File: src/rtl/uart_rx_fifo_pkg.sv
// uart_pkg: shared definitions for the UART receiver and its FIFO.
//   DATA_W        - serial data width (one byte)
//   rx_state_e    - receiver FSM states; PARITY exists only when
//                   UART_RX_PARITY_EN is defined (8E1 frames)
//   clks_per_bit  - system clocks per serial bit (integer division)
package uart_pkg;

  localparam int DATA_W = 8;

  typedef enum logic [2:0] {
    IDLE,
    START,
    DATA,
`ifdef UART_RX_PARITY_EN
    PARITY,
`endif
    STOP
  } rx_state_e;

  function automatic int clks_per_bit(input int clk_hz, input int baud);
    return clk_hz / baud;
  endfunction

endpackage

File: src/rtl/uart_rx_fifo_if.sv
// uart_rx_fifo_if: serial input, FIFO read handshake and sticky error flags.
//   rxd        - serial line, idle high
//   rd_ready   - consumer pops the head when rd_valid is also high
//   rd_data    - FIFO head byte (0 when empty)
//   rd_valid   - FIFO not empty
//   clr_err    - one-cycle pulse clearing the sticky flags
//   frame_err / overrun / parity_err - sticky error flags
// master: the consumer side; slave: the receiver.
interface uart_rx_fifo_if;
  import uart_pkg::*;

  logic              rxd;
  logic              rd_ready;
  logic [DATA_W-1:0] rd_data;
  logic              rd_valid;
  logic              clr_err;
  logic              frame_err;
  logic              overrun;
  logic              parity_err;

  modport master (
    output rxd, rd_ready, clr_err,
    input  rd_data, rd_valid, frame_err, overrun, parity_err
  );

  modport slave (
    input  rxd, rd_ready, clr_err,
    output rd_data, rd_valid, frame_err, overrun, parity_err
  );

endinterface

File: src/rtl/rx_fifo.sv
// rx_fifo: synchronous FIFO, power-of-two depth, async active-high reset.
//   push/din   - write request and data; accepted when not full, or when
//                full and a pop happens on the same edge
//   pop        - read request; ignored when empty
//   full/empty - occupancy status
//   head       - oldest entry, forced to 0 while empty
module rx_fifo #(
  parameter int DEPTH = 4,
  parameter int W     = 8
) (
  input  logic         clk,
  input  logic         rst,
  input  logic         push,
  input  logic [W-1:0] din,
  input  logic         pop,
  output logic         full,
  output logic         empty,
  output logic [W-1:0] head
);

  localparam int AW = $clog2(DEPTH);

  logic [DEPTH-1:0][W-1:0] mem;
  logic [AW-1:0]           wptr, rptr;
  logic [AW:0]             count;
  logic                    wr, rd;

  assign full  = (count == (AW+1)'(DEPTH));
  assign empty = (count == '0);
  assign wr    = push && (!full || pop);
  assign rd    = pop && !empty;
  assign head  = empty ? '0 : mem[rptr];

  // Pointers are exactly AW bits, so they wrap modulo DEPTH on their own.
  always_ff @(posedge clk or posedge rst) begin
    if (rst) begin
      wptr  <= '0;
      rptr  <= '0;
      count <= '0;
    end else begin
      if (wr) wptr <= wptr + AW'(1);
      if (rd) rptr <= rptr + AW'(1);
      case ({wr, rd})
        2'b10:   count <= count + (AW+1)'(1);
        2'b01:   count <= count - (AW+1)'(1);
        default: count <= count;
      endcase
    end
  end

  always_ff @(posedge clk) begin
    if (wr) mem[wptr] <= din;
  end

endmodule

File: src/rtl/uart_rx_fifo.sv
// uart_rx_fifo: UART receiver (8N1, or 8E1 with UART_RX_PARITY_EN defined)
// feeding an rx_fifo, with sticky frame/overrun/parity error flags.
//   clk - system clock, rising edge
//   rst - asynchronous active-high reset
//   bus - uart_rx_fifo_if.slave (rxd in, FIFO read port and flags out)
// Parameters: CLK_FREQ_HZ, BAUD (CLK_FREQ_HZ/BAUD >= 4), FIFO_DEPTH (2..16,
// power of two).
module uart_rx_fifo
  import uart_pkg::*;
#(
  parameter int CLK_FREQ_HZ = 25000000,
  parameter int BAUD        = 115200,
  parameter int FIFO_DEPTH  = 4
) (
  input  logic          clk,
  input  logic          rst,
  uart_rx_fifo_if.slave bus
);

  localparam int CPB = clks_per_bit(CLK_FREQ_HZ, BAUD);
  localparam int CW  = $clog2(CPB);
  localparam logic [CW-1:0] HALF = CW'(CPB/2 - 1);
  localparam logic [CW-1:0] FULL = CW'(CPB - 1);

  generate
    if (CPB < 4) begin : g_bad_cpb
      $error("uart_rx_fifo: CLK_FREQ_HZ/BAUD must be at least 4");
    end
    if (FIFO_DEPTH < 2 || FIFO_DEPTH > 16 || (FIFO_DEPTH & (FIFO_DEPTH-1)) != 0) begin : g_bad_depth
      $error("uart_rx_fifo: FIFO_DEPTH must be a power of two in 2..16");
    end
  endgenerate

  // ---------------- input synchronizer and edge detect ----------------
  logic [1:0] sync;
  logic       rx_s, rx_prev, armed, fall;
  logic [1:0] vld_pipe;

  assign rx_s = sync[1];

  // vld_pipe marks when sync[1] holds a real pin sample rather than the
  // reset value. armed only sets once a genuine high has been seen, so a line
  // already low at reset release cannot fake a start edge.
  always_ff @(posedge clk or posedge rst) begin
    if (rst) begin
      sync     <= 2'b11;
      rx_prev  <= 1'b1;
      armed    <= 1'b0;
      vld_pipe <= '0;
    end else begin
      sync     <= {sync[0], bus.rxd};
      rx_prev  <= rx_s;
      vld_pipe <= {vld_pipe[0], 1'b1};
      armed    <= armed | (vld_pipe[1] & rx_s);
    end
  end

  assign fall = armed && rx_prev && !rx_s;

  // ---------------- receive FSM ----------------
  rx_state_e         state;
  logic [CW-1:0]     cnt;
  logic [2:0]        bit_idx;
  logic [DATA_W-1:0] sh;
  logic              samp, stop_hit, push, pop, full, empty;
  logic              frame_ev, ovr_ev;

  assign samp = (cnt == '0);

  always_ff @(posedge clk or posedge rst) begin
    if (rst) begin
      state   <= IDLE;
      cnt     <= '0;
      bit_idx <= '0;
      sh      <= '0;
    end else begin
      case (state)
        IDLE: if (fall) begin
          state <= START;
          cnt   <= HALF;
        end
        START: if (samp) begin
          if (rx_s) state <= IDLE;   // glitch, not a start bit
          else begin
            state   <= DATA;
            cnt     <= FULL;
            bit_idx <= '0;
          end
        end else cnt <= cnt - CW'(1);
        DATA: if (samp) begin
          sh      <= {rx_s, sh[DATA_W-1:1]};   // LSB arrives first
          cnt     <= FULL;
          bit_idx <= bit_idx + 3'd1;
`ifdef UART_RX_PARITY_EN
          if (bit_idx == 3'd7) state <= PARITY;
`else
          if (bit_idx == 3'd7) state <= STOP;
`endif
        end else cnt <= cnt - CW'(1);
`ifdef UART_RX_PARITY_EN
        PARITY: if (samp) begin
          state <= STOP;
          cnt   <= FULL;
        end else cnt <= cnt - CW'(1);
`endif
        STOP: if (samp) state <= IDLE;
        else cnt <= cnt - CW'(1);
        default: state <= IDLE;
      endcase
    end
  end

  // Push is decoded from the stop-sample cycle so the FIFO writes on that
  // same edge and rd_valid rises on the following cycle.
  assign stop_hit = (state == STOP) && samp;
  assign push     = stop_hit && rx_s;
  assign frame_ev = stop_hit && !rx_s;
  assign pop      = bus.rd_ready && !empty;
  assign ovr_ev   = push && full && !pop;

  rx_fifo #(.DEPTH(FIFO_DEPTH), .W(DATA_W)) u_fifo (
    .clk   (clk),
    .rst   (rst),
    .push  (push),
    .din   (sh),
    .pop   (pop),
    .full  (full),
    .empty (empty),
    .head  (bus.rd_data)
  );

  assign bus.rd_valid = !empty;

  // ---------------- sticky error flags ----------------
  // A new event takes priority over a coincident clr_err.
  logic frame_q, ovr_q;

  always_ff @(posedge clk or posedge rst) begin
    if (rst) begin
      frame_q <= 1'b0;
      ovr_q   <= 1'b0;
    end else begin
      frame_q <= frame_ev | (frame_q & ~bus.clr_err);
      ovr_q   <= ovr_ev   | (ovr_q   & ~bus.clr_err);
    end
  end

  assign bus.frame_err = frame_q;
  assign bus.overrun   = ovr_q;

`ifdef UART_RX_PARITY_EN
  // Even parity: the received parity bit must equal the XOR of the data bits.
  logic par_ev, par_q;
  assign par_ev = (state == PARITY) && samp && (rx_s != ^sh);

  always_ff @(posedge clk or posedge rst) begin
    if (rst) par_q <= 1'b0;
    else     par_q <= par_ev | (par_q & ~bus.clr_err);
  end

  assign bus.parity_err = par_q;
`else
  assign bus.parity_err = 1'b0;
`endif

endmodule

File: src/flat_wrapper.sv
// flat-port wrapper written by rule: the top's interface ports become plain ports
module uart_rx_fifo_flat import uart_pkg::*;
#(
  parameter int CLK_FREQ_HZ = 25000000,
  parameter int BAUD        = 115200,
  parameter int FIFO_DEPTH  = 4
)
  (clk, rst, bus_rxd, bus_rd_ready, bus_clr_err, bus_rd_data, bus_rd_valid, bus_frame_err, bus_overrun, bus_parity_err);
  uart_rx_fifo_if bus_i ();
  input  logic clk;
  input  logic rst;
  input wire logic [$bits(bus_i.rxd)-1:0] bus_rxd;
  input wire logic [$bits(bus_i.rd_ready)-1:0] bus_rd_ready;
  input wire logic [$bits(bus_i.clr_err)-1:0] bus_clr_err;
  output wire logic [$bits(bus_i.rd_data)-1:0] bus_rd_data;
  output wire logic [$bits(bus_i.rd_valid)-1:0] bus_rd_valid;
  output wire logic [$bits(bus_i.frame_err)-1:0] bus_frame_err;
  output wire logic [$bits(bus_i.overrun)-1:0] bus_overrun;
  output wire logic [$bits(bus_i.parity_err)-1:0] bus_parity_err;
  assign bus_i.rxd = bus_rxd;
  assign bus_i.rd_ready = bus_rd_ready;
  assign bus_i.clr_err = bus_clr_err;
  assign bus_rd_data = bus_i.rd_data;
  assign bus_rd_valid = bus_i.rd_valid;
  assign bus_frame_err = bus_i.frame_err;
  assign bus_overrun = bus_i.overrun;
  assign bus_parity_err = bus_i.parity_err;
  uart_rx_fifo #(.CLK_FREQ_HZ(CLK_FREQ_HZ), .BAUD(BAUD), .FIFO_DEPTH(FIFO_DEPTH)) u_core (.clk(clk), .rst(rst), .bus(bus_i));
endmodule
File: config.mk
export PLATFORM = sky130hd
export DESIGN_NAME = uart_rx_fifo_flat
export DESIGN_NICKNAME = d
export VERILOG_FILES = /design/src/rtl/uart_rx_fifo_pkg.sv /design/src/rtl/uart_rx_fifo_if.sv /design/src/rtl/rx_fifo.sv /design/src/rtl/uart_rx_fifo.sv /design/src/flat_wrapper.sv
export SDC_FILE = /design/constraint.sdc
export NUM_CORES = 1
export LEC_CHECK = 0
export ABC_AREA = 0
export BUFFER_PORTS_ARGS = -buffer_cell sky130_fd_sc_hd__buf_2
export CAP_MARGIN = 30
export CORE_MARGIN = 1
export CORE_UTILIZATION = 50
export DETAILED_ROUTE_END_ITERATION = 8
export PLACE_DENSITY = 0.64
export SLEW_MARGIN = 20
export SYNTH_ARGS = -nofsm -noshare
export SYNTH_HDL_FRONTEND = slang
export SYNTH_SLANG_ARGS = --single-unit
export TNS_END_PERCENT = 30
File: constraint.sdc
create_clock -name clk -period 7.8 [get_ports clk]
set_input_delay 1.95 -clock clk [delete_from_list [all_inputs] [get_ports clk]]
set_output_delay 1.95 -clock clk [all_outputs]
set_load 0.03 [all_outputs]
==> results of run 1 <==
[cells in the final DEF, fill, tap and decap left out, types with 7 or more instances in the layout]
cell type / Yosys / final
sky130_fd_sc_hd__a21oi_1: 13 / 13
sky130_fd_sc_hd__and2_1: 14 / 14
sky130_fd_sc_hd__buf_2: 3 / 15
sky130_fd_sc_hd__clkbuf_8: 0 / 10
sky130_fd_sc_hd__dfrtp_1: 33 / 33
sky130_fd_sc_hd__edfxtp_1: 32 / 32
sky130_fd_sc_hd__ha_1: 12 / 12
sky130_fd_sc_hd__inv_1: 19 / 19
sky130_fd_sc_hd__mux2_2: 9 / 9
sky130_fd_sc_hd__mux4_2: 8 / 8
sky130_fd_sc_hd__nand2_1: 7 / 7
sky130_fd_sc_hd__nor2_1: 7 / 7
[synth_stat cells, types with 2 or more instances]
cell	count
sky130_fd_sc_hd__mux4_2	8
sky130_fd_sc_hd__dfstp_2	3
sky130_fd_sc_hd__clkbuf_1	6
sky130_fd_sc_hd__or3_1	3
sky130_fd_sc_hd__mux2i_1	3
sky130_fd_sc_hd__dfrtp_1	33
sky130_fd_sc_hd__nor3_1	2
sky130_fd_sc_hd__o22ai_1	4
sky130_fd_sc_hd__a32o_1	4
sky130_fd_sc_hd__o2bb2ai_1	3
sky130_fd_sc_hd__xor2_1	3
sky130_fd_sc_hd__ha_1	12
sky130_fd_sc_hd__o311ai_0	2
sky130_fd_sc_hd__edfxtp_1	32
sky130_fd_sc_hd__nor2b_1	2
sky130_fd_sc_hd__xnor2_1	3
sky130_fd_sc_hd__conb_1	2
sky130_fd_sc_hd__inv_1	19
sky130_fd_sc_hd__buf_6	3
sky130_fd_sc_hd__nand3_1	4
sky130_fd_sc_hd__and2_1	14
sky130_fd_sc_hd__mux2_2	9
sky130_fd_sc_hd__a21oi_1	13
sky130_fd_sc_hd__nor2_1	7
sky130_fd_sc_hd__nor4_1	3
sky130_fd_sc_hd__nand2_1	7
sky130_fd_sc_hd__a31oi_1	3
sky130_fd_sc_hd__buf_2	3
[per-stage QoR]
step | cell area [sq um] | worst slack (ns) | hold slack [ns] | total power, uW
6_report | 3480 | 3.87 | 0.348 | 1250
5_1_grt | 3480 | 3.73 | 0.366 | 1340
4_1_cts | 3480 | 3.80 | 0.353 | 1260
3_5_place_dp | 3250 | 3.61 | 0.337 | 944
2_1_floorplan | 3160 | 3.81 | 0.331 | 857
3_3_place_gp | 3250 | 3.71 | 0.334 | 933
[routing by layer]
| metal | global-route usage (%) | vias up | wire (um) |
|---|---|---|---|
| li1 | - | 887 | - |
| met1 | 22.8 | 885 | 2420 |
| met2 | 29.9 | 42 | 2540 |
| met3 | 3.67 | 10 | 187 |
| met4 | 10.5 | 0 | 113 |
| met5 | 0 | - | 0 |
[cell families after synthesis]
kind of cell	after synthesis
flops	68
simple gates	52
xor+xnor	6
fa+ha+maj	13
mux	20
buf+inv	33
compound gates	41
other cells	2
[sequential cells by signal, indices dropped and copies added (netlist names)]
name                  flops
u_core.rx_prev            1
u_core.u_fifo.mem        32
u_core.u_fifo.rptr        2
u_core.bus.frame_err      1
u_core.armed              1
u_core.bit_idx            3
u_core.sh                 8
u_core.u_fifo.count       3
u_core.state              2
u_core.bus.overrun        1
u_core.cnt                8
u_core.u_fifo.wptr        2
u_core.sync               2
u_core.vld_pipe           2
[power by group through the flow]
stage	Sequential (uW)	Combinational [uW]	Clock [uW]
3_3_place_gp	495	438	0
2_1_floorplan	457	400	0
5_1_grt	499	498	341
4_1_cts	491	447	326
3_5_place_dp	497	447	0
6_report	489	448	318
[path summary, 6_finish.rpt]
check	startpoint	endpoint	slack (ns)
max	u_core.u_fifo.rptr[0]	bus_rd_data[7]	3.87
min	u_core.vld_pipe[0]	u_core.vld_pipe[1]	0.35
max reg2reg	u_core.cnt[0]	u_core.u_fifo.count[2]	4.68
min reg2reg	u_core.vld_pipe[0]	u_core.vld_pipe[1]	0.35
max in group asynchronous	rst	u_core.rx_prev	5.74
min in group asynchronous	rst	u_core.cnt[0]	1.69
[layout make-up]
class	count	area, sq um
Sequential cell	68	1870
Multi-Input combinational cell	134	1140
Timing Repair Buffer	16	82.6
Tap cell	75	93.8
Inverter	19	71.3
Clock buffer	10	138
Fill cell	483	2510
Clock inverter	6	87.6
==> results list, run 1 <==
- In the routed layout, each cell is associated on average with a via count of 5.56.
- Routability-driven placement finished with a final weighted congestion of 0.795.
* Worst setup SP type: flip-flop
- Number of enable-type register cells in the synthesized netlist: 32
- Path type of the worst min-delay path: flip-flop to flip-flop
- LEAKAGE: 0.00145 uW
- After clock tree synthesis, the clock-pin slew on the worst setup and hold paths is 0.07 ns.
- Number of global-route vias before repair: 1,783
- Drt first-iter violations: 122
- Post-CTS setup buffer count: 0
* Top FF cell, synth: sky130_fd_sc_hd__dfrtp_1
- Global Route Usage Sum: 18.4%
* Sw Share: 35.9%
* Maximum vdd ir drop: 224 uV
- In this run, the clock network consumes 25.3% of the power.
* Clock Tree Buf Depth: 2
- Complex-gate fraction of the synthesized area: 9.24%
- Number of stages on the worst setup path: 3
- Largest fanout of any net on the critical path: 10
- # placed instances: 312
- Routed Wire Length: 5260 um
* Main combinational cell family by area after synthesis: multiplexers
* Input/output buffers: 15
* Sum of overflow across all layers after global routing: 0
* Max Clock Skew: 0.00700 ns
* Share of flip-flops with an asynchronous set or reset after synthesis: 52.9%
- At the end of the flow, the number of nets in the layout was 266.
* CTS tree: yes
- Xor-xnor portion of the synthesized cell area: 1.66%
- Library cell with the largest summed area after synthesis: sky130_fd_sc_hd__edfxtp_1
* NetSw: 451 uW
- Power Internal: 804 uW
* Final-report max-slew violation count: 0
- Of the post-synthesis cell area, the part taken by muxes is 9.87%.
* Post-CTS Hold Buffers: 0
* Horizontal extent of the die: 81.5 um
- Subtracting the final worst setup slack from the clock period gives 3.93 ns.
* Max-slew headroom at the worst pin: 42.8%
- Cells after synthesis: 235
- Boundary pin count: 17
- The number of antenna violations at the first check in global routing was 0.
- The number of antenna diodes in the final layout is 0.
* Largest cells by area after synthesis: sky130_fd_sc_hd__edfxtp_1 (30%), sky130_fd_sc_hd__dfrtp_1 (26%), sky130_fd_sc_hd__mux4_2 (5.7%)
- Crit Path Category: flip-flop to output pin
- Counting every sink on the clock net gives 68.
* Seq cells post-synth: 68
- Status: finished clean
- DR vias: 1,824
* Depth of the CTS H-tree: 3
* Maximum operating frequency: 255 MHz
- The synthesized netlist occupies a cell area of 3160 sq um.
- For this run, the share of the core covered by cells in the final layout is 58.0%.
- Number of buffer and inverter instances along the worst setup path: 1
* Cell-by-cell trace of the critical path: mux4_2, and2_1, buf_2
- Worst-Margin Slew: 0.850 ns
* Fraction of post-synthesis cell area in the top cell type by area: 30.4%
- CTS Root Cell: sky130_fd_sc_hd__clkbuf_8
* Area of the die: 6630 sq um
- The netlist uses 53 different library cells.
- Synthesized-area fraction occupied by adder cells: 5.39%
- Final setup violation count: 0
- Data required time of the critical path: 5.85 ns
- Grouping stages by cell kind, the critical path spends the most delay in flip-flops.
- The worst hold path was traced through 0 stages.
* Element type at the critical path end: output pin
* DRC: 0
- On the worst path, the slowest cell contributes a delay of 0.72 ns.
- The final critical path takes up 50.4% of the cycle.
* Inserted Clock Buffers: 9
* Layout-stage area growth over the synthesis result: 10.1%
* Max capacitance violation total: 0
* ANT nets after route: 0
- Cell depth of the worst flop-to-flop path: 12
- The first global-routing pass estimated 8740 um of wire.
- Non-filler instance count after layout: 328
* Endpoint arrival time on the critical path: 1.98 ns
* Half-perimeter wire length after placement: 3610 um
* Cell at the slowest stage of the critical path: sky130_fd_sc_hd__dfrtp_1
- Portion of total power attributed to sequential cells: 38.9%
* Post-DR wirelength/cell: 16.0 um
- Endpoints failing hold: 0
- From bottom edge to top edge, the die measures 81.5 um.
- For this run, the detailed router's first-pass iteration total came to 4.
* Syn_nets: 253
- Of the total synthesized cell area, the portion taken by AND, OR, NAND and NOR gates is 9.63%.
- A synthesized cell averages 13.4 sq um.
* Fraction of the yosys area taken by sequential cells: 59.1%
- RSZ-0062 raised after global routing: no
- Total power per unit cell area: 361 nW/um^2
- Summed over all failing endpoints, the final setup total negative slack is 0 ns.
- Combinational logic burns 35.7% of the power.
- Entering global routing, the biggest net connects 37 pins.
- Placement row count: 28
- Number of warnings issued by yosys: 0
- In the final layout, the share of cells above drive strength 1 is 22.9%.
- Initial core utilization: 52.7%
- The clock reaches the later pin of the worst-skew pair after 0.34 ns.
- In this run the standard cell core region covers 5990 sq um.
- After clock tree synthesis, the repair step resized 0 gates.
No activity file was read; power rests on OpenSTA's default activity.
==> inputs of run 2 (changes only) <==
==> constraint.sdc (replaced) <==
create_clock -name clk -period 4.06 [get_ports clk]
set_input_delay 1.015 -clock clk [delete_from_list [all_inputs] [get_ports clk]]
set_output_delay 1.015 -clock clk [all_outputs]
set_load 0.03 [all_outputs]
==> results list, run 2 (synthesis results as in run 1) <==
- The flow ran to the end, and the final reports show no timing, DRC or antenna violations.
- Maximum vdd ir drop: 348 uV (+55%)
- The worst register-to-register path ends at u_core.u_fifo.count[2].
- The die extent in y is 81.5 um (unchanged).
* CTS tree: yes
- The sequential fraction of design power is 40.4% (+1.5 points).
- Counting flops per register, the top entry is u_core.u_fifo.mem.
- The final worst setup slack came to 0.963 ns (-2.91 ns).
- The switching share of total power was 37.1% (+1.2 points).
* Commonest non-fill, non-tap cells in the layout: sky130_fd_sc_hd__dfrtp_1 (33), sky130_fd_sc_hd__edfxtp_1 (32), sky130_fd_sc_hd__inv_1 (19)
* Sum of overflow across all layers after global routing: 0 (unchanged)
- Part of the total power dissipated in combinational logic: 36.9% (+1.2 points)
- The number of top-level design ports was 17 (unchanged).
- The total power came to 2320 uW (+85%).
- The number of detailed-route iterations in the first pass came to 4 (unchanged).
- The setup violation total in the final timing report is 0 (unchanged).
- Depth of the CTS H-tree: 3 (unchanged)
- The via count normalized by instance count came to 5.61 (+0.93%).
- Endpoint arrival time on the critical path: 3.31 ns (+1.33 ns)
- Max Clock Skew: 0.00638 ns (-0.000612 ns)
- ANT nets after route: 0 (unchanged)
- First-pass GRT wire length: 8470 um (-3.0%)
- LEAKAGE: 0.00142 uW (-1.6%)
- The path with the worst hold slack has its endpoint at u_core.vld_pipe[1].
- The post-cts gate resize count was 0 (unchanged).
- The worst reg-to-reg setup slack is 0.96 ns (-3.72 ns).
- The tightest min-delay check is of the flip-flop to flip-flop type.
* CTS Root Cell: sky130_fd_sc_hd__clkbuf_8
* Worst slack at placement: 0.847 ns (-2.76 ns)
- The number of clock sinks seen by CTS was 68 (unchanged).
- The largest registers in the layout are u_core.u_fifo.mem: 32 flops, u_core.cnt: 8 flops, u_core.sh: 8 flops.
- Initial core utilization: 52.7% (unchanged)
- The area of the placeable core came to 5990 sq um (unchanged).
- DRC: 0 (unchanged)
- Max FFs per register: 32 (unchanged)
- The number of nets in the layout was 266 (unchanged).
- Half-perimeter wire length after placement: 3430 um (-4.9%)
* Clock latency reported for the late side of the worst-skew pair: 0.33 ns (about the same)
* Max capacitance violation total: 0 (unchanged)
* Clock Tree Buf Depth: 2 (unchanged)
- Leaving out fill and tap cells, the most frequent cell in the layout is sky130_fd_sc_hd__dfrtp_1.
* Post-DR wirelength/cell: 15.7 um (-1.8%)
- The full die area came to 6630 sq um (unchanged).
- The hold slack is 0.354 ns (+0.00529 ns).
- Routed Wire Length: 5160 um (-1.8%)
- The clock buffer count from CTS is 9 (unchanged).
- The number of antenna violations at the first check in global routing came to 0 (unchanged).
- Horizontal extent of the die: 81.5 um (unchanged)
- The number of antenna repair diodes was 0 (unchanged).
- Post-layout min period: 3.10 ns
- FF-to-FF Start: u_core.cnt[0]
- Total power per unit cell area: 675 nW/um^2 (+87%)
- The vias after detailed routing was 1,841 (+0.93%).
- Cell depth of the worst flop-to-flop path: 12 (unchanged)
- Power Internal: 1460 uW (+82%)
- Input/output buffers: 15 (unchanged)
* Worst Min Path Start: u_core.vld_pipe[0]
- Final TNS setup: 0 ns (unchanged)
- The maximum fanout count along the critical path is 7 (-3).
- Post-CTS setup buffer count: 0 (unchanged)
* Final core area utilization: 57.5% (-0.56 points)
- For this run, the top clock speed supported by timing is 323 MHz.
* Global Route Usage Sum: 17.8% (-0.55 points)
- The number of pins with negative max-slew slack in the final report is 0 (unchanged).
- The worst setup path is captured at a flip-flop.
- The net switching component of the power came to 862 uW (+91%).
- The worst slew margin relative to its limit came to 48.8% (+6.0 points).
- The slew of the pin with the lowest slew margin came to 0.761 ns (-0.0893 ns).
- The share of post-route cells with drive strength above 1 was 22.5% (-0.40 points).
- Maximum number of pins on one net before global-route repair: 37 (unchanged)
- The clock network fraction of total power was 22.7% (-2.6 points).
- The clock transition time at the flip-flop clock pins of the worst setup and hold paths came to 0.07 ns (about the same).
- The final hold violation count was 0 (unchanged).
- The row count was 28 (unchanged).
- Layout-stage area growth over the synthesis result: 9.04%
- The count of cells along the worst hold path came to 0 (unchanged).
- The via count of the first global-routing pass was 1,739 (-2.5%).
- After layout, the worst path uses 76.3% of the clock period.
* RSZ-0062 raised after global routing: no
- Drt first-iter violations: 103 (-16%)
- The number of buffers added to fix hold violations after cts came to 0 (unchanged).
* Data required time of the critical path: 4.28 ns (-1.57 ns)
- Crit Path Category: flip-flop to flip-flop
* Worst setup SP type: flip-flop
- Final RePlAce weighted congestion: 0.810 (+1.9%)
[run 2: routing by layer]
| layer | up-vias | GRT usage, % | part of all wire (%) |
|---|---|---|---|
| met5 | - | 0 | 0 |
| met3 | 6 | 4.00 | 3.2 |
| met4 | 0 | 9.11 | 1.1 |
| li1 | 887 | - | - |
| met1 | 906 | 23.4 | 47 |
| met2 | 42 | 27.7 | 48 |
[run 2: layout make-up]
| class | count | area [sq um] |
|---|---|---|
| fill | 489 | 2550 |
| sequential | 68 | 1870 |
| multi-input combinational | 134 | 1140 |
| clock buffer | 9 | 124 |
| tap | 75 | 93.8 |
| timing repair buffer | 16 | 82.6 |
| inverter | 19 | 71.3 |
| clock inverter | 7 | 67.6 |
[run 2: power by group through the flow]
stage                     sequential [uW]  clock (uW)  combinational [uW]
final                                 939         527                 858
after global routing                  956         573                 965
after CTS                             939         545                 859
after detailed placement              951           0                 861
after global placement                951           0                 847
after floorplan                       879           0                 768
[run 2: worst max-delay path by stage]
stage	start	endpoint	slack, ns	depth (start not counted)
floorplan	bus_rd_ready	u_core.u_fifo.count[2]	1.00	10
global placement	bus_rd_ready	u_core.u_fifo.count[2]	0.90	10
detailed placement	bus_rd_ready	u_core.u_fifo.count[2]	0.85	10
CTS	u_core.cnt[0]	u_core.u_fifo.count[2]	0.98	12
global route	u_core.cnt[0]	u_core.u_fifo.count[2]	0.74	12
finish	u_core.cnt[0]	u_core.u_fifo.count[2]	0.96	12
[run 2: worst max-delay path: stages, from the launching register on]
cell and delay (ns):
sky130_fd_sc_hd__dfrtp_1 0.41, sky130_fd_sc_hd__inv_1 0.09, sky130_fd_sc_hd__ha_1 0.22, sky130_fd_sc_hd__or3b_2 0.56, sky130_fd_sc_hd__nor2_1 0.42, sky130_fd_sc_hd__and4_1 0.39, sky130_fd_sc_hd__inv_1 0.07, sky130_fd_sc_hd__ha_1 0.22
sky130_fd_sc_hd__inv_1 0.07, sky130_fd_sc_hd__fa_1 0.18, sky130_fd_sc_hd__xor2_1 0.15, sky130_fd_sc_hd__nor2_1 0.06, sky130_fd_sc_hd__xor2_1 0.13
[run 2: through the flow]
step	cell area, sq um	std cells
after floorplan	3160	235
after global placement	3250	312
after detailed placement	3250	312
after CTS	3440	328
after global routing	3440	328
final	3440	328
==> inputs of run 3 (changes only) <==
--- a/config.mk
+++ b/config.mk
@@ -11,7 +11,7 @@
 export CORE_MARGIN = 1
 export CORE_UTILIZATION = 50
 export DETAILED_ROUTE_END_ITERATION = 8
-export PLACE_DENSITY = 0.64
+export PLACE_DENSITY = 0.67
 export SLEW_MARGIN = 20
 export SYNTH_ARGS = -nofsm -noshare
 export SYNTH_HDL_FRONTEND = slang
==> constraint.sdc (replaced) <==
create_clock -name clk -period 2.7 [get_ports clk]
set_input_delay 0.675 -clock clk [delete_from_list [all_inputs] [get_ports clk]]
set_output_delay 0.675 -clock clk [all_outputs]
set_load 0.03 [all_outputs]
==> results list, run 3 (synthesis results as in run 1) <==
- Status: finished clean
* Post-CTS setup buffer count: 0 (unchanged)
- Maximum vdd ir drop: 593 uV (+70%)
* CORE AREA: 5990 sq um (unchanged)
- Number of global-route vias before repair: 1,841 (+5.9%)
- Clock net sink count: 68 (unchanged)
* Path type of the worst min-delay path: flip-flop to flip-flop
- The data arrival time of the critical path was 2.46 ns (-0.85 ns).
- Relative to the synthesized area, the layout overhead comes to 11.7%.
- In this run the most critical hold path is launched from u_core.vld_pipe[0].
- CTS tree: yes
- Max-slew headroom at the worst pin: 51.2% (+2.4 points)
- Chip height: 81.5 um (unchanged)
* Max capacitance violation total: 0 (unchanged)
- Clock Tree Buf Depth: 2 (unchanged)
* Final core area utilization: 58.8% (+1.4 points)
- Layout cells sized above 1: 26.6% (+4.1 points)
- RSZ-0062 raised after global routing: no
* Maximum operating frequency: 402 MHz (+24%)
- Element type at the critical path end: flip-flop
- First-pass GRT wire length: 8820 um (+4.1%)
- Smallest hold slack: 0.350 ns (-0.00404 ns)
* Initial core utilization: 52.7% (unchanged)
- The number of pins with negative max-slew slack in the final report came to 0 (unchanged).
- Clock latency reported for the late side of the worst-skew pair: 0.33 ns (about the same)
- The power per standard cell area is 1010 nW/um^2 (+49%).
- Final RePlAce weighted congestion: 0.835 (+3.0%)
- FF+latch area: 1870 sq um (unchanged)
* Global Route Usage Sum: 18.8% (+0.99 points)
- WHS Endpoint: u_core.vld_pipe[1]
- Final setup violation count: 0 (unchanged)
- Drt first-iter violations: 74 (-28%)
- Met2 Usage GRT: 30.6% (+2.9 points)
* Routed Wire Length: 5380 um (+4.3%)
- Boundary pin count: 17 (unchanged)
- The maximum fanout count along the critical path was 8 (+1).
- Resize count post-CTS: 0 (unchanged)
- The total power came to 3550 uW (+53%).
- The signal on the critical path passes through inv_1, ha_1, or3b_2, nor2_2, and4_1, buf_4, and2_1.
- The number of nets in the layout came to 276 (+3.8%).
* FF-to-FF Start: u_core.cnt[0]
- The minimum clock period came to 2.49 ns (-0.607 ns).
- The number of cells on the worst reg-to-reg path is 7 (-5).
- The slew of the pin with the lowest slew margin came to 0.726 ns (-0.0352 ns).
* Crit Path Category: flip-flop to flip-flop
- The remaining global-route overflow was 0 (unchanged).
- Worst setup SP type: flip-flop
- The count of H-tree levels built during CTS was 3 (unchanged).
* LEAKAGE: 0.00147 uW (+3.2%)
- The maximum number of pins on one net before global-route repair came to 37 (unchanged).
- Terminus of the critical flop-to-flop path: u_core.u_fifo.mem[2]
* Data required time of the critical path: 2.67 ns (-1.61 ns)
* Area of the die: 6630 sq um (unchanged)
- Register with the most flip-flops: u_core.u_fifo.mem
* Final TNS setup: 0 ns (unchanged)
* DR vias: 1,876 (+1.9%)
- Initial antenna violation count: 0 (unchanged)
- Horizontal extent of the die: 81.5 um (unchanged)
- The setup skew after layout is 0.00626 ns (-0.000123 ns).
- The number of antenna repair diodes came to 0 (unchanged).
- On the critical path, the stage with the largest delay is an instance of sky130_fd_sc_hd__or3b_2.
- The flip-flop count of the largest register, all copies and words added was 32 (unchanged).
* Met3 usage: 3.67% (-0.33 points)
* DRC: 0 (unchanged)
- The share of the clock period used by the worst path is 92.2% (+16 points).
* Endpoints failing hold: 0 (unchanged)
- The global-route met1 utilization came to 23.9% (+0.41 points).
- Worst reg-to-reg setup slack: 0.21 ns (-0.75 ns)
* CTS Root Cell: sky130_fd_sc_hd__clkbuf_8
- Commonest non-fill, non-tap cells in the layout: sky130_fd_sc_hd__dfrtp_1 (33), sky130_fd_sc_hd__edfxtp_1 (32), sky130_fd_sc_hd__inv_1 (19)
* Delay of the slowest cell on the worst path: 0.49 ns (-0.07 ns)
- The sum of buffers and inverters on the critical path came to 2 (-1).
* Largest registers in the final layout: u_core.u_fifo.mem: 32 flops, u_core.cnt: 8 flops, u_core.sh: 8 flops
* Cell depth of the worst hold path: 0 (unchanged)
* Initial DRT Pass Iterations: 4 (unchanged)
* Input/output buffers: 15 (unchanged)
- The routed wirelength normalized by instance count came to 15.9 um (+1.2%).
* Filler cell count in the final layout: 495 (+1.2%)
* Multi-input combinational cell area: 1140 sq um (+0.66%)
- Placement row count: 28 (unchanged)
* Post-CTS Hold Buffers: 0 (unchanged)
- The global routing stage identified its most utilized layer as met2.
- Half-perimeter wire length after placement: 3580 um (+4.4%)
* Leading cell type in the layout, fill and taps excluded: sky130_fd_sc_hd__dfrtp_1
- Detail-routed via count per cell: 5.55 (-1.1%)
- Clock Pin Slew Worst Setup and Hold Paths: 0.07 ns (about the same)
- The remaining antenna violation count is 0 (unchanged).
- Among cell families on the critical path, the largest total delay comes from simple AND/OR/NAND/NOR gates.
* Inserted Clock Buffers: 9 (unchanged)
run 3: cell count changes in the layout (fill, tap and decap cells not counted), sizes merged:
cell  delta
buf     +10
run 3: through the flow:
step	worst slack, ns	instance area (sq um)	std cells
after floorplan	0.00940	3170	235
after global placement	0.00585	3330	322
after detailed placement	-0.0330	3330	322
after CTS	0.189	3520	338
after global routing	0.0744	3520	338
final	0.210	3520	338
run 3: routing by layer:
| layer | vias up | wire, um |
|---|---|---|
| li1 | 908 | - |
| met1 | 928 | 2470 |
| met2 | 31 | 2680 |
| met3 | 9 | 145 |
| met4 | 0 | 85 |
| met5 | - | 0 |
run 3: how the worst max path moves through the flow:
| stage | startpoint | slack (ns) | depth (start not counted) | endpoint |
|---|---|---|---|---|
| 3_3_place_gp | bus_rd_ready | 0.006 | 10 | u_core.u_fifo.count[2] |
| 5_1_grt | u_core.cnt[0] | 0.07 | 12 | u_core.u_fifo.count[2] |
| 4_1_cts | u_core.cnt[0] | 0.19 | 7 | u_core.u_fifo.mem[1] |
| 3_5_place_dp | bus_rd_ready | -0.03 | 10 | u_core.u_fifo.count[2] |
| 6_report | u_core.cnt[0] | 0.21 | 7 | u_core.u_fifo.mem[2] |
| 2_1_floorplan | bus_rd_ready | 0.009 | 10 | u_core.u_fifo.count[2] |
run 3: report_power, final:
part           internal, uW  switching, uW
clock network           421            373
logic                   607            775
registers              1210            158
run 3: cell type report:
| cell class | instances | share of cell area, % |
|---|---|---|
| clock buffers | 9 | 3.51 |
| clock inverters | 7 | 1.92 |
| inverters | 19 | 2.02 |
| multi-input cells | 134 | 32.5 |
| flip-flops and latches | 68 | 52.9 |
| well taps | 75 | 2.66 |
| repair buffers | 26 | 4.47 |
